===== src/rtl/cluster_frame_tx.sv =====
// Buffers merged-cluster frames in a small FIFO and serializes them as 16-bit link words:
// a header, then one word per leading valid cluster. Define CLUSTER_TX_CHECKSUM_EN for an XOR trailer word.
module cluster_frame_tx #(
    parameter int FRAME_DEPTH = 4,
    parameter int NCLUSTERS   = 8
) (
    input  logic        clock4x,
    input  logic        reset,
    input  logic        latch_in,
    input  logic [10:0] adr0,
    input  logic [10:0] adr1,
    input  logic [10:0] adr2,
    input  logic [10:0] adr3,
    input  logic [10:0] adr4,
    input  logic [10:0] adr5,
    input  logic [10:0] adr6,
    input  logic [10:0] adr7,
    input  logic [2:0]  cnt0,
    input  logic [2:0]  cnt1,
    input  logic [2:0]  cnt2,
    input  logic [2:0]  cnt3,
    input  logic [2:0]  cnt4,
    input  logic [2:0]  cnt5,
    input  logic [2:0]  cnt6,
    input  logic [2:0]  cnt7,
    output logic [15:0] word_out,
    output logic        word_valid,
    input  logic        word_ready,
    output logic        overflow,
    output logic [15:0] overflow_cnt,
    input  logic        overflow_clr
);
    localparam int PW = $clog2(FRAME_DEPTH);

    typedef struct packed {
        logic [7:0]                 bx;
        logic [3:0]                 n;
        logic [NCLUSTERS-1:0][2:0]  cnt;
        logic [NCLUSTERS-1:0][10:0] adr;
    } frame_t;

`ifdef CLUSTER_TX_CHECKSUM_EN
    typedef enum logic [1:0] {IDLE, HDR, CLU, TRL} state_t;
    logic [15:0] cs_q, cs_d;
`else
    typedef enum logic [1:0] {IDLE, HDR, CLU} state_t;
`endif

    state_t      state_q, state_d;
    logic [2:0]  k_q, k_d;
    logic [15:0] word_out_q, word_out_d;
    logic        word_valid_q, word_valid_d;
    logic [PW-1:0] wr_ptr_q, wr_ptr_d, rd_ptr_q, rd_ptr_d;
    logic [PW:0]   count_q, count_d;
    logic [7:0]  bx_q, bx_d;
    logic        overflow_q, overflow_d;
    logic [15:0] overflow_cnt_q, overflow_cnt_d;
    frame_t      mem_q [FRAME_DEPTH];

    frame_t      wr_entry, head, next_head;
    logic [NCLUSTERS-1:0][10:0] adr_in;
    logic [NCLUSTERS-1:0][2:0]  cnt_in;
    logic [3:0]  n_in;
    logic        stop, full, push, drop, pop, accept, last_acc;

    function automatic logic [15:0] hdr_word(input frame_t f);
        return {4'b1000, f.bx, f.n};
    endfunction

    function automatic logic [15:0] clu_word(input frame_t f, input logic [2:0] k);
        return {2'b01, f.cnt[k], f.adr[k]};
    endfunction

    // Capture side: count leading valid slots and manage FIFO occupancy / drop accounting.
    always_comb begin
        adr_in = {adr7, adr6, adr5, adr4, adr3, adr2, adr1, adr0};
        cnt_in = {cnt7, cnt6, cnt5, cnt4, cnt3, cnt2, cnt1, cnt0};
        n_in   = '0;
        stop   = 1'b0;
        for (int i = 0; i < NCLUSTERS; i++) begin
            if (!stop && adr_in[i] < 11'd1536) n_in = n_in + 4'd1;
            else stop = 1'b1;
        end
        wr_entry.bx  = bx_q;
        wr_entry.n   = n_in;
        wr_entry.cnt = cnt_in;
        wr_entry.adr = adr_in;

        full = (count_q == (PW+1)'(FRAME_DEPTH));
        push = latch_in && !full;
        drop = latch_in && full;

        bx_d     = latch_in ? bx_q + 8'd1 : bx_q;
        wr_ptr_d = push ? wr_ptr_q + PW'(1) : wr_ptr_q;
        rd_ptr_d = pop ? rd_ptr_q + PW'(1) : rd_ptr_q;
        count_d  = count_q + {{PW{1'b0}}, push} - {{PW{1'b0}}, pop};

        overflow_d     = overflow_clr ? 1'b0 : overflow_q;
        overflow_cnt_d = overflow_clr ? 16'd0 : overflow_cnt_q;
        if (drop) begin
            overflow_d = 1'b1;
            if (overflow_cnt_d != 16'hFFFF) overflow_cnt_d = overflow_cnt_d + 16'd1;
        end
    end

    assign head      = mem_q[rd_ptr_q];
    assign next_head = mem_q[rd_ptr_q + PW'(1)];
    assign accept    = word_valid_q && word_ready;

    // Output FSM: the state names the word currently held in word_out_q.
    always_comb begin
        state_d      = state_q;
        k_d          = k_q;
        word_out_d   = word_out_q;
        word_valid_d = word_valid_q;
        pop          = 1'b0;
        last_acc     = 1'b0;
`ifdef CLUSTER_TX_CHECKSUM_EN
        cs_d         = cs_q;
`endif
        case (state_q)
            IDLE: if (count_q != '0) begin
                state_d      = HDR;
                word_out_d   = hdr_word(head);
                word_valid_d = 1'b1;
            end
            HDR: if (accept) begin
                if (head.n != 4'd0) begin
                    state_d    = CLU;
                    k_d        = 3'd0;
                    word_out_d = clu_word(head, 3'd0);
                end else last_acc = 1'b1;
            end
            CLU: if (accept) begin
                if ({1'b0, k_q} + 4'd1 == head.n) last_acc = 1'b1;
                else begin
                    k_d        = k_q + 3'd1;
                    word_out_d = clu_word(head, k_q + 3'd1);
                end
            end
`ifdef CLUSTER_TX_CHECKSUM_EN
            TRL: if (accept) pop = 1'b1;
`endif
            default: state_d = IDLE;
        endcase
`ifdef CLUSTER_TX_CHECKSUM_EN
        if (state_q == IDLE) cs_d = '0;
        else if (accept && state_q != TRL) cs_d = cs_q ^ word_out_q;
        if (last_acc) begin
            state_d    = TRL;
            word_out_d = {2'b11, cs_d[13:0]};
        end
`else
        pop = last_acc;
`endif
        // Chain straight into the next buffered frame so there is no idle gap.
        if (pop) begin
            if (count_q > (PW+1)'(1)) begin
                state_d      = HDR;
                word_out_d   = hdr_word(next_head);
                word_valid_d = 1'b1;
`ifdef CLUSTER_TX_CHECKSUM_EN
                cs_d         = '0;
`endif
            end else begin
                state_d      = IDLE;
                word_out_d   = '0;
                word_valid_d = 1'b0;
            end
        end
    end

    always_ff @(posedge clock4x) begin
        if (push) mem_q[wr_ptr_q] <= wr_entry;
    end

    always_ff @(posedge clock4x) begin
        if (reset) begin
            state_q        <= IDLE;
            k_q            <= '0;
            word_out_q     <= '0;
            word_valid_q   <= 1'b0;
            wr_ptr_q       <= '0;
            rd_ptr_q       <= '0;
            count_q        <= '0;
            bx_q           <= '0;
            overflow_q     <= 1'b0;
            overflow_cnt_q <= '0;
`ifdef CLUSTER_TX_CHECKSUM_EN
            cs_q           <= '0;
`endif
        end else begin
            state_q        <= state_d;
            k_q            <= k_d;
            word_out_q     <= word_out_d;
            word_valid_q   <= word_valid_d;
            wr_ptr_q       <= wr_ptr_d;
            rd_ptr_q       <= rd_ptr_d;
            count_q        <= count_d;
            bx_q           <= bx_d;
            overflow_q     <= overflow_d;
            overflow_cnt_q <= overflow_cnt_d;
`ifdef CLUSTER_TX_CHECKSUM_EN
            cs_q           <= cs_d;
`endif
        end
    end

    assign word_out     = word_out_q;
    assign word_valid   = word_valid_q;
    assign overflow     = overflow_q;
    assign overflow_cnt = overflow_cnt_q;

endmodule


===== config.mk =====
export PLATFORM = sky130hd
export DESIGN_NAME = cluster_frame_tx
export DESIGN_NICKNAME = d
export VERILOG_FILES = /design/src/rtl/cluster_frame_tx.sv
export SDC_FILE = /design/constraint.sdc
export NUM_CORES = 1
export LEC_CHECK = 0
export ABC_AREA = 1
export BUFFER_PORTS_ARGS = -buffer_cell sky130_fd_sc_hd__buf_4
export CAP_MARGIN = 10
export CORE_MARGIN = 2
export CORE_UTILIZATION = 40
export DETAILED_ROUTE_END_ITERATION = 10
export GPL_ROUTABILITY_DRIVEN = 1
export SYNTH_ARGS = -nofsm -noshare
export SYNTH_HDL_FRONTEND = slang
export SYNTH_SLANG_ARGS = --single-unit

===== constraint.sdc =====
create_clock -name clock4x -period 12.7 [get_ports clock4x]
set_clock_uncertainty 0.2 [all_clocks]
set_input_delay 0.635 -clock clock4x [delete_from_list [all_inputs] [get_ports clock4x]]
set_output_delay 0.635 -clock clock4x [all_outputs]
set_load 0.01 [all_outputs]

==> results_dict.tcl <==
set metrics [dict create \
    outcome "complete, no violations" \
    critical_path.cell_chain "clkinv_2, buf_4, nand3_1, nand2_1, nor2_1, nor2_2, nand3_2, nand2_2, nand3_4, inv_1, ha_1, inv_1, ha_1, fa_1, xor2_1, nor2_1" \
    finalSetupViolCount 0 \
    synth_top_cells_by_area "sky130_fd_sc_hd__edfxtp_1 (64%), sky130_fd_sc_hd__nand2_1 (6.0%), sky130_fd_sc_hd__nor2_1 (4.9%)" \
    synth_ff_type "sky130_fd_sc_hd__edfxtp_1" \
    hpwlAfterDp_um 35300 \
    vias 16600 \
    synth_warnings 0 \
    worst-path-max-fanout 71 \
    timing.critical_path.to_type "flop" \
    die_h_um 245 \
    floorplan.rows 88 \
    critical_path.max_stage_delay_ns 1.00 \
    simple_gate_share_of_the_synthesized_area_pct 15.3 \
    static_leak_nw 9.98 \
    numCtsBuffers 60 \
    worst-r2r-setup-slack_ns 7.59 \
    gr-usage-all-layers_pct 20.3 \
    synth-edff-count 496 \
    cts-htree-levels 2 \
    crit_type "reg2reg" \
    cts-root-buf "sky130_fd_sc_hd__clkbuf_16" \
    endpoint_required_time_on_the_critical_path_ns 13.00 \
    synth_compound_gate_area_share_pct 10.4 \
    design.portCount 151 \
    grt_start_max_net_pins 175 \
    worstHoldPathType "in2reg" \
    routed_via_density 5.38 \
    antenna_found_initial 0 \
    crit_path_arrival_time_ns 5.41 \
    die_area_mm2 0.0599 \
    num_clock_sinks 552 \
    ir_drop_uv 115 \
    worstSetupEndpoint "count_q[2]" \
    postCtsSetupBuffers 0 \
    vias_in_the_first_global_route 16100 \
    fmaxAchievable_ghz 0.196 \
    path_clk_slew_ns 0.06 \
    muxShareOfSynthArea_pct 0.0486 \
    postPlaceCellArea_mm2 0.0250 \
    worst-path-stages 16 \
    finalSetupTns_ns 0 \
    mappedNetlistArea_mm2 0.0232 \
    fp.dieW_um 245 \
    period_share_pct 40.2 \
    post-synth-top-area-fraction_pct 64.3 \
    syn_inst 2082 \
    synthArstFlopShare_pct 0 \
    floorplan.initialDensity_pct 40.3 \
    synth_adder_area_share_pct 1.06 \
    slew_headroom_pct 20.1 \
    drt_pre_antenna_iters 6 \
    maxSlewViolCount 0 \
    slowest_stage "sky130_fd_sc_hd__clkinv_2" \
    syn2layout_area_growth_pct 19.0 \
    cpLargestDelayFamily "buffers and inverters" \
    finalHoldViolations 0 \
    fin_area_mm2 0.0276 \
    ff2ff_path_depth 16 \
    layout-drive-gt1-share_pct 12.0 \
    yosysMostFrequentCell "sky130_fd_sc_hd__edfxtp_1" \
    avgRoutedWirePerCell_um 19.9 \
    place.gp.congestion 0.800 \
    synth_area_per_cell_um2 11.1 \
    total_power_w 0.00453 \
    synth_common_cells "sky130_fd_sc_hd__edfxtp_1 (496), sky130_fd_sc_hd__nand2_1 (370), sky130_fd_sc_hd__nor2_1 (300)" \
    rsz0062_at_grt "false" \
    critical_path.startpoint_type "flop" \
    tightest_slew_ns 1.20 \
    synth.net_count 2218 \
    layout_min_cycle_time_ns 5.11 \
    coreArea_mm2 0.0575 \
    placement.io_buffers 150 \
    r2r-end "count_q[2]" \
    post_synth_num_cell_types 41 \
    worst_skew_pair.late_latency_ns 0.63 \
    ys_ff_latch 552 \
    pwr_density_cell_mw_per_mm2 164 \
    layout.nets 2410 \
    ys_seq_area_share_pct 69.1 \
    detail-route-antenna-nets 0 \
    cts_max_path_buffers 3 \
    cts_tree "done" \
    post-route-drc-count 0 \
    yosys.area_share.xor_xnor_pct 0.151 \
    drt_first_iter_violations 1528 \
    post_cts_resize_count 0 \
    totalWireLength_um 61300 \
    maxCapViolations 0 \
    yosys.area.top_type "sky130_fd_sc_hd__edfxtp_1" \
    wire_length_of_the_first_global_routing_pass_um 93600 \
    cp_num_buf_inv 4 \
    main_combinational_cell_family_by_area_after_synthesis "simple AND/OR/NAND/NOR gates" \
    grt.overflow.total 0 \
    cts_hold_buffers 76 \
]
## final cells by class
class	instances	area, um^2
Fill cell	5149	29900
Clock inverter	28	188
Multi-Input combinational cell	1298	6300
Clock buffer	79	1600
Inverter	112	427
Tap cell	765	957
Timing Repair Buffer	250	2080
Sequential cell	552	16000
Antenna cell	2	5.00
## cells by family (layout without fill, tap and decap cells)
group           count (synthesis)  count (layout)
buf+inv                       232             469
compound gates                408             408
flops                         552             552
mux                             1               1
xor+xnor                        4               4
fa+ha+maj                      19              19
other cells                     0               2
simple gates                  866             866
## cell usage in the layout, fill, tap and decap left out, drive strengths merged, types with 49 or more instances in the layout
master	n
clkbuf	79
o21ai	222
inv	112
dfxtp	56
nor2	301
edfxtp	496
buf	173
nand3	164
nand2	371
a21oi	63
dlygate4sd3	77
o221ai	49
## worst min-delay path by stage
stage / cells after the start / slack, ns / startpoint / end
after floorplan: 2 / 0.26 / k_q[1] / k_q[1]
after CTS: 1 / 0.00004 / cnt2[1] / mem_q[2][95]
final: 1 / 0.03 / adr6[2] / mem_q[0][68]
after global placement: 2 / 0.26 / overflow / overflow
after detailed placement: 2 / 0.26 / overflow / overflow
after global routing: 1 / 0.006 / adr6[3] / mem_q[0][69]
## routing by layer
metal | wire length [um] | vias to the layer above | GRT usage (%) | share of wire [%]
li1 | - | 7793 | - | -
met1 | 26300 | 8157 | 27.2 | 43
met2 | 29300 | 544 | 33.5 | 48
met3 | 4040 | 94 | 3.61 | 6.6
met4 | 1570 | 0 | 6.21 | 2.6
met5 | 0 | - | 0 | 0
## through the flow
step                      utilization [%]  setup slack, ns  std cells  hold slack [ns]
final                                48.0             7.59       3086           0.0259
after global routing                 48.0             7.24       3084          0.00613
after CTS                            48.0             7.63       3083        0.0000387
after detailed placement             43.5             7.64       2900            0.265
after global placement               43.5             7.74       2900            0.262
after floorplan                         -             5.93       2082            0.258
## report_power, final
group,total (W),internal (W),switching [W]
clock,0.00160,0.000903,0.000695
sequential,0.00226,0.00219,0.0000625
combinational,0.000677,0.000214,0.000463
## sequential cells by signal, summed over array words and instances, names as in the netlist, named ones only
register and flops:
bx_q 8, overflow_cnt 16, wr_ptr_q 2, word_valid 1, state_q 2, k_q 3, rd_ptr_q 2, count_q 3
mem_q 496, overflow 1, word_out 16
(Power assumes the default switching activity.)
